### src/rtl/fetch_pkg.sv
// Shared fetch/decode constants, FSM states and the IF/ID bundle.
// The decoder imports NOP_INSTR and INTR_INSTR from here too.
package fetch_pkg;

  localparam logic [15:0] NOP_INSTR  = 16'h0000;
  localparam logic [15:0] INTR_INSTR = 16'hC0C0;

  typedef enum logic {
    FETCH,
    IMM_WAIT
  } state_t;

  typedef struct packed {
    logic [15:0] instr;
    logic [15:0] imm;
    logic        valid;
  } ifid_t;

  function automatic logic is_two_word(
    input logic [15:0] word
  );
    return (word[15:14] == 2'b00) && word[11];
  endfunction

endpackage

### src/rtl/fetch_if.sv
// Fetch-stage bus: instruction memory, control inputs
// and the IF/ID outputs towards the decoder.
interface fetch_if #(
  parameter int PC_WIDTH = 10
);

  logic [PC_WIDTH-1:0] imem_addr;
  logic [15:0]         imem_rdata;
  logic                stall;
  logic                redirect_valid;
  logic [PC_WIDTH-1:0] redirect_pc;
  logic                intr_req;
  logic                intr_ret;
  logic [15:0]         ifid_instr;
  logic [15:0]         ifid_imm;
  logic [PC_WIDTH-1:0] ifid_pc;
  logic                ifid_valid;

  modport master (
    output imem_addr,
    input  imem_rdata,
    input  stall,
    input  redirect_valid,
    input  redirect_pc,
    input  intr_req,
    input  intr_ret,
    output ifid_instr,
    output ifid_imm,
    output ifid_pc,
    output ifid_valid
  );

  modport slave (
    input  imem_addr,
    output imem_rdata,
    output stall,
    output redirect_valid,
    output redirect_pc,
    output intr_req,
    output intr_ret,
    input  ifid_instr,
    input  ifid_imm,
    input  ifid_pc,
    input  ifid_valid
  );

endinterface

### src/rtl/ifid_reg.sv
// IF/ID pipeline register with hold (stall) and bubble insert.
// A bubble wins over hold so a redirect under stall still flushes.
module ifid_reg
  import fetch_pkg::*;
#(
  parameter int PC_WIDTH = 10
) (
  input  logic                clk,
  input  logic                rst_n,
  input  logic                hold,
  input  logic                bubble,
  input  ifid_t               d,
  input  logic [PC_WIDTH-1:0] d_pc,
  output ifid_t               q,
  output logic [PC_WIDTH-1:0] q_pc
);

  localparam ifid_t BUBBLE = '{
    instr: NOP_INSTR,
    imm:   16'h0000,
    valid: 1'b0
  };

  always_ff @(posedge clk) begin
    if (!rst_n) begin
      q    <= BUBBLE;
      q_pc <= '0;
    end else if (bubble) begin
      q    <= BUBBLE;
      q_pc <= '0;
    end else if (!hold) begin
      q    <= d;
      q_pc <= d_pc;
    end
  end

endmodule

### src/rtl/fetch_unit.sv
// Instruction fetch: PC, two-word assembly FSM, redirect,
// stall and interrupt injection feeding the IF/ID register.
module fetch_unit
  import fetch_pkg::*;
#(
  parameter int PC_WIDTH     = 10,
  parameter int RESET_VECTOR = 0,
  parameter int INTR_VECTOR  = 1
) (
  input logic     clk,
  input logic     rst_n,
  fetch_if.master bus
);

  typedef logic [PC_WIDTH-1:0] pc_t;

  state_t      state, state_n;
  pc_t         pc, pc_n, pc_inc, d_pc, q_pc;
  logic [15:0] held_op, held_n;
  logic        pending, pending_n;
  logic        in_isr, in_isr_n;
  logic        inject, hold, bubble;
  logic        do_redir, do_hold, do_imm, do_two;
  ifid_t       d, q;

  assign pc_inc        = pc + pc_t'(1);
  assign bus.imem_addr = pc;

  assign inject = (state == FETCH) && pending && !in_isr
               && !bus.stall && !bus.redirect_valid;

  // One-hot selects so the decoder below is truly unique
  assign do_redir = bus.redirect_valid;
  assign do_hold  = bus.stall && !bus.redirect_valid;
  assign do_imm   = (state == IMM_WAIT) && !bus.stall
                 && !bus.redirect_valid;
  assign do_two   = (state == FETCH) && !bus.stall
                 && !bus.redirect_valid && !inject
                 && is_two_word(bus.imem_rdata);

  always_ff @(posedge clk) begin
    if (!rst_n) begin
      state   <= FETCH;
      pc      <= pc_t'(RESET_VECTOR);
      held_op <= NOP_INSTR;
      pending <= 1'b0;
      in_isr  <= 1'b0;
    end else begin
      state   <= state_n;
      pc      <= pc_n;
      held_op <= held_n;
      pending <= pending_n;
      in_isr  <= in_isr_n;
    end
  end

  always_comb begin
    state_n   = state;
    pc_n      = pc;
    held_n    = held_op;
    hold      = 1'b0;
    bubble    = 1'b0;
    d         = '{instr: bus.imem_rdata,
                  imm:   16'h0000,
                  valid: 1'b1};
    d_pc      = pc_inc;
    pending_n = bus.intr_req || (pending && !inject);
    in_isr_n  = inject || (in_isr && !bus.intr_ret);
    unique case (1'b1)
      do_redir: begin
        pc_n    = bus.redirect_pc;
        state_n = FETCH;
        held_n  = NOP_INSTR;
        bubble  = 1'b1;
      end
      do_hold: hold = 1'b1;
      inject: begin
        d.instr = INTR_INSTR;
        d_pc    = pc;
        pc_n    = pc_t'(INTR_VECTOR);
      end
      do_imm: begin
        d.instr = held_op;
        d.imm   = bus.imem_rdata;
        pc_n    = pc_inc;
        state_n = FETCH;
      end
      do_two: begin
        held_n  = bus.imem_rdata;
        bubble  = 1'b1;
        pc_n    = pc_inc;
        state_n = IMM_WAIT;
      end
      default: pc_n = pc_inc;
    endcase
  end

  ifid_reg #(
    .PC_WIDTH(PC_WIDTH)
  ) u_ifid (
    .clk   (clk),
    .rst_n (rst_n),
    .hold  (hold),
    .bubble(bubble),
    .d     (d),
    .d_pc  (d_pc),
    .q     (q),
    .q_pc  (q_pc)
  );

  assign bus.ifid_instr = q.instr;
  assign bus.ifid_imm   = q.imm;
  assign bus.ifid_valid = q.valid;
  assign bus.ifid_pc    = q_pc;

endmodule

### src/flat_wrapper.sv
// flat-port wrapper written by rule: the top's interface ports become plain ports
module fetch_unit_flat import fetch_pkg::*;
#(
  parameter int PC_WIDTH     = 10,
  parameter int RESET_VECTOR = 0,
  parameter int INTR_VECTOR  = 1
)
  (clk, rst_n, bus_imem_addr, bus_imem_rdata, bus_stall, bus_redirect_valid, bus_redirect_pc, bus_intr_req, bus_intr_ret, bus_ifid_instr, bus_ifid_imm, bus_ifid_pc, bus_ifid_valid);
  fetch_if #(.PC_WIDTH(PC_WIDTH)) bus_i ();
  input logic clk;
  input logic rst_n;
  output wire logic [$bits(bus_i.imem_addr)-1:0] bus_imem_addr;
  input wire logic [$bits(bus_i.imem_rdata)-1:0] bus_imem_rdata;
  input wire logic [$bits(bus_i.stall)-1:0] bus_stall;
  input wire logic [$bits(bus_i.redirect_valid)-1:0] bus_redirect_valid;
  input wire logic [$bits(bus_i.redirect_pc)-1:0] bus_redirect_pc;
  input wire logic [$bits(bus_i.intr_req)-1:0] bus_intr_req;
  input wire logic [$bits(bus_i.intr_ret)-1:0] bus_intr_ret;
  output wire logic [$bits(bus_i.ifid_instr)-1:0] bus_ifid_instr;
  output wire logic [$bits(bus_i.ifid_imm)-1:0] bus_ifid_imm;
  output wire logic [$bits(bus_i.ifid_pc)-1:0] bus_ifid_pc;
  output wire logic [$bits(bus_i.ifid_valid)-1:0] bus_ifid_valid;
  assign bus_imem_addr = bus_i.imem_addr;
  assign bus_i.imem_rdata = bus_imem_rdata;
  assign bus_i.stall = bus_stall;
  assign bus_i.redirect_valid = bus_redirect_valid;
  assign bus_i.redirect_pc = bus_redirect_pc;
  assign bus_i.intr_req = bus_intr_req;
  assign bus_i.intr_ret = bus_intr_ret;
  assign bus_ifid_instr = bus_i.ifid_instr;
  assign bus_ifid_imm = bus_i.ifid_imm;
  assign bus_ifid_pc = bus_i.ifid_pc;
  assign bus_ifid_valid = bus_i.ifid_valid;
  fetch_unit #(.PC_WIDTH(PC_WIDTH), .RESET_VECTOR(RESET_VECTOR), .INTR_VECTOR(INTR_VECTOR)) u_core (.clk(clk), .rst_n(rst_n), .bus(bus_i));
endmodule
### config.mk
export PLATFORM = sky130hd
export DESIGN_NAME = fetch_unit_flat
export DESIGN_NICKNAME = d
export VERILOG_FILES = /design/src/rtl/fetch_pkg.sv /design/src/rtl/fetch_if.sv /design/src/rtl/ifid_reg.sv /design/src/rtl/fetch_unit.sv /design/src/flat_wrapper.sv
export SDC_FILE = /design/constraint.sdc
export NUM_CORES = 1
export LEC_CHECK = 0
export BUFFER_PORTS_ARGS = -buffer_cell sky130_fd_sc_hd__buf_4
export CAP_MARGIN = 15
export CORE_MARGIN = 4
export CORE_UTILIZATION = 40
export CTS_CLUSTER_DIAMETER = 30
export CTS_CLUSTER_SIZE = 12
export DETAILED_ROUTE_END_ITERATION = 7
export PLACE_DENSITY_LB_ADDON = 0.05
export SLEW_MARGIN = 30
export SYNTH_ARGS = -nofsm -noshare
export SYNTH_HDL_FRONTEND = slang
export SYNTH_SLANG_ARGS = --single-unit
### constraint.sdc
create_clock -name clk -period 2.86 [get_ports clk]
set_clock_uncertainty 0.05 [all_clocks]
set_input_delay 0.143 -clock clk [delete_from_list [all_inputs] [get_ports clk]]
set_output_delay 0.143 -clock clk [all_outputs]
set_load 0.01 [all_outputs]
* Word level (Yosys, flattened, before mapping)
Cells that the tools add are included.
** Word-level totals
- Output and inout bits :: 53
- Logic and storage cells :: 47
- Input port bits :: 32
- Register bits :: 72
** Cells by class
- $add $sub $neg :: 1
- Muxes and demuxes :: 8
- Reductions and logical operators :: 27
- Bitwise gates (word level) :: 2
** Operator list (count)
- 16-bit case mux with 2 select lines :: 2
- 10-bit case mux with 3 select lines :: 1
- 16-bit two-way mux :: 1
- 1-bit logical AND :: 14
- 10-bit by 1-bit adder with 10-bit output, second input constant :: 1
- 10-bit two-way mux :: 1
- 2-bit OR reduction :: 3
- 1-bit logical NOT :: 5
- 2-bit nonzero test :: 2
- 2-bit logical NOT :: 1
- 1-bit logical OR :: 2
- 1-bit two-way mux :: 2
- 1-bit inverter :: 2
- 1-bit case mux with 2 select lines :: 1

* Longest topological paths before layout
- Depth after elaboration :: 11
- Gate-level depth with buffers :: 6
- Gate-level depth less buffers :: 5

* Modules after synthesis
Synthesis repeated with hierarchy kept, for this count alone.
** Unflattened totals
- Cell total of the unflattened synthesis :: 409
- Area total of the unflattened synthesis :: 3563.4 um^2
** Modules (own cells, without submodules)
- fetch_unit :: area each 1988.2 um^2, cells an instance 269, seq. area each 580.6 um^2, instances 1
- ifid_reg :: area each 1575.3 um^2, cells an instance 140, seq. area each 860.8 um^2, instances 1

* Worst setup path after synthesis
Ideal clock, no wire load.
- Path type :: reg2reg
- From :: register u_core.pc[0], in the netlist u_core.bus.imem_addr[0]
- To :: register u_core.pc[6], in the netlist u_core.bus.imem_addr[6]
- Clock period less this slack :: 1.678 ns
- Data arrival time :: 1.568 ns
- Library setup time :: 0.060 ns
- Path buffers :: 0
- Required time :: 2.750 ns
- Path slack :: 1.182 ns
- Cell stages (with the launch flop) :: 6
- Path through :: dfxtp_1 > ha_1 > nand3_1 > or4_1 > o21ai_1 > o221a_1
** Between the ends
- Cells in the longest elaborated chain, start to end :: 2
** RTL lines
- start: declaration :: line fetch_unit.sv:18 : pc_t pc, pc_n, pc_inc, d_pc, q_pc;
- start signal: assignment :: line fetch_unit.sv:44 : pc <= pc_t'(RESET_VECTOR);
- start signal: assignment :: line fetch_unit.sv:50 : pc <= pc_n;
- 10-bit by 1-bit adder with 10-bit output :: line fetch_unit.sv:26 : assign pc_inc = pc + pc_t'(1);
- 10-bit case mux with 3 select lines :: line fetch_unit.sv:69 : unique case (1'b1)
Every way passes these cells.
A chain may end at the register's enable or synchronous reset.

* Final worst setup path
Ends and elaborated chain as after synthesis.

==> results by stage <==
Timing:
- The clock period minus final worst setup slack is 1.82 ns.
- For the final routed database, the setup TNS stands at 0 ns.
- The number of failing hold endpoints at the final stage is 0.
- Dividing the final minimum period by the clock period gives 0.638.
- The tightest hold path in the finished design has a slack of roughly 0.011 ns.
- Timing would allow up to approximately 550 MHz.
- Once routing completed, OpenROAD measured the worst setup slack at slightly above 1 ns.
- Setup repair after global routing left no endpoint under its margin.
- The slew at the pin closest to its max-slew limit is 0.719 ns.
- The number of slew-limit violations in the final report is 0.
- The final number of setup-violating endpoints is 0.
- Headroom to the max-slew limit came out at 0.521.

Floorplanning:
- 85 I/O pins were placed.
- The overall die area is a little over 0.009 mm².
- From left edge to right edge, the die measures between 90 and 100 µm.
- The number of core rows is 31.
- The initial utilization of the core area, before any placement, comes to 0.419.
- The die is between 90 and 100 µm tall.
- In this run the standard cell core region covers roughly 0.0074 mm².

Finish:
- The share of cells above drive strength 1 is 0.291.
- The utilization after layout is 0.551.
- The post-synthesis to final-layout area growth is 31.6%.
- The number of non-filler instances in the completed layout is about 530.
- After filler insertion, the fill cell instance count of the layout stands at between 700 and 800.
- The final layout contains between 400 and 500 nets.
- The number of antenna cells inserted is 0.

Placed design:
- The number of placed instances with taps included is 503.
- The worst slack after detailed placement is about 1.0 ns.
- The count of port buffers added during placement is 84.
- The placer congestion estimate is 0.781.
- The wire-length estimate of the detail-placed layout is about 5.6 mm.

Synth:
- The synthesized netlist cell count is between 300 and 400.
- The number of distinct library cells after synthesis is a little under 50.
- dfxtp_1 takes more of the synthesized area than any other cell.
- Sorting the synthesized cells by area gives the leading types as dfxtp_1 (46%), nor2_1 (5.2%), a221oi_2 (4.4%), o21ai_0 (4.0%), a22oi_1 (3.9%).
- The number of synthesized flops with an enable pin is 0.
- The number of nets produced by synthesis is approximately 370.
- The leading cell type by number of instances after synthesis is dfxtp_1.
- The sequential area share after synthesis is 0.465.
- In this run, synthesis produced a sequential element count of between 70 and 80.
- The dominant synthesized flop cell is dfxtp_1.
- The share of Yosys cell area claimed by the top area cell type is 0.465.
- Of all flip-flops after synthesis, the portion carrying an async set or reset was 0.
- In the synthesized netlist, the cells that appear most often are dfxtp_1 (72), nor2_1 (43), o21ai_0 (25).
- In this run the cell area of the synthesized design comes to between 0.003 and 0.004 mm².
- The number of warnings printed during yosys synthesis is 0.
- The average instance in the mapped netlist occupies approximately 9.2 µm².

Critical path:
- The startpoint of the most critical setup path is u_core.bus.imem_addr[0].
- The capturing element type of the critical path is a flop.
- The critical-path maximum fanout is 9.
- The critical path data required time is approximately 3.1 ns.
- The setup path with the least slack is of type reg2reg.
- The data arrival time of the critical path is 2.05 ns.
- The setup slack on the worst flop-to-flop path is between 1 and 1.5 ns.
- The endpoint identified for the worst register-to-register timing path is u_core.bus.imem_addr[6].
- The kind of start point of the critical path is a flop.
- The depth of the worst register-to-register path is 5.
- The source of the worst register-to-register timing path is u_core.bus.imem_addr[0].

Min path:
- The origin of the worst min-delay path is bus_imem_rdata[2].
- The tightest min-delay check is of the in2reg type.
- Along the worst hold path, the cell count comes to 2.
- The path with the worst hold slack has its endpoint at u_core.held_op[2].

Drt:
- In the final routed layout, each cell accounts on average for ~16 µm.
- After detailed routing, the number of vias per cell comes to 5.35.
- The count of TritonRoute iterations in the first routing pass is 4.
- The final route contains about 2800 vias.
- After detailed routing, the number of remaining DRC violations is 0.
- For this block, the initial DRC count from the detailed router was 74.
- The count of nets left with antenna violations after detail routing is 0.
- Wires add up to slightly above 8 mm.

Global routing:
- The number of antenna violations at the first check in global routing is 0.
- The via count of the first global-routing pass is ~2800.
- The total overflow left after global routing is 0.
- In the global route stage, overall resource usage came out at 0.187.
- The first global-routing pass estimated approximately 13 mm of wire.
- The largest net degree at the start of global routing is 30.

Power and ir drop:
- In this run the power density over the cells is between 500 and 600 mW/mm².
- The static power due to leakage is approximately 0.0016 µW.
- The worst ir drop on vdd is ~0.29 mV.

Clocking:
- The number of levels the H-tree was split into is 3.
- Clock latency on the worst-skew pair, taken at its later pin, is approximately 0.33 ns.
- TritonCTS created 9 clock buffers.
- In this run the clock root is driven by a clkbuf_8.
- The clock passes through at most 2 buffers.
- The CTS clock-pin slew for the worst setup and hold paths is ~0.07 ns.
- The sink count of the clock tree is 72.
- The CTS tree is yes.

Flow run:
- The max-capacitance violation count is 0.

Run status:
- The flow ran to the end, and the final reports show no timing, DRC or antenna violations.
-- state kept, by name, summed over array words and instances, names as in the netlist --
register	flops
u_core.held_op	16
u_core.pending	1
u_core.u_ifid.q_pc	10
u_core.in_isr	1
u_core.bus.imem_addr	10
u_core.state	1
u_core.u_ifid.q	33
-- cells in the final DEF, fill, tap and decap left out, types with 3 or more instances in the layout --
master,instances
buf_4,92
nand2_1,20
nor3_1,14
nand3_1,9
a211oi_1,3
nand2b_1,3
mux2i_1,4
o21ai_0,25
a22o_1,11
nand3b_1,3
dlygate4sd3_1,11
a21oi_1,20
o21ai_1,5
dfxtp_1,72
a221oi_1,4
clkbuf_8,9
nor2_1,42
clkbuf_1,3
xnor2_1,9
a221oi_2,9
a22oi_1,16
a31oi_1,4
a21boi_1,3
nor2b_1,3
-- layer usage --
layer	up-vias	track usage	share of wire
met5	-	0	0
met3	9	0.0469	0.058
met1	1335	0.231	0.46
met2	78	0.317	0.48
li1	1409	-	-
met4	0	0.0604	0.012
-- worst max-delay path, stage by stage, from the launching register on --
cell and delay (ns):
dfxtp_1 0.47, ha_1 0.26, nand3_1 0.22, or4_1 0.45, o21ai_1 0.14, o221a_1 0.18
-- worst max-delay path by stage --
stage	depth (start not counted)	end	slack, ns
finish	5	u_core.bus.imem_addr[6]	1.04
global route	5	u_core.bus.imem_addr[6]	0.89
CTS	5	u_core.bus.imem_addr[6]	1.04
detailed placement	6	u_core.u_ifid.q[18]	1.01
global placement	6	u_core.u_ifid.q[21]	1.01
floorplan	5	u_core.bus.imem_addr[6]	1.18
-- metrics by stage --
step                cell area, µm²  total power, µW
floorplan                     3100             1230
global placement              3790             1350
detailed placement            3790             1350
CTS                           4080             2110
global route                  4080             2180
finish                        4080             2090
-- kinds of logic after synthesis --
logic type	Yosys count	synth area share
buffers and inverters	30	0.0476
flip-flops	72	0.465
AO/OA/AOI/OAI	112	0.268
AND/OR/NAND/NOR	110	0.178
adder cells (fa/ha/maj)	1	0.00403
multiplexers	4	0.0129
XOR/XNOR	9	0.0254
-- power breakdown --
part | total, µW | internal, µW | switching, µW | leakage [µW]
clock | 757 | 400 | 357 | 0.0000904
combinational | 270 | 128 | 142 | 0.000937
sequential | 1070 | 1030 | 31.7 | 0.000586
-- timing repair --
item | CTS | global route
hold buffers | 11 | 0
hold endpoints to repair | 11 | 0
buffers inserted | 0 | 0
gates resized for setup | 0 | 0
-- layout make-up --
type                    instances  area [µm²]  share of cell area
well taps                      99         124              0.0304
flip-flops and latches         72        1440               0.353
repair buffers                103         801               0.196
inverters                       4        15.0             0.00368
multi-input cells             236        1520               0.372
clock buffers                  12         135              0.0331
clock inverters                 3        43.8              0.0107
(Power assumes the default switching activity.)
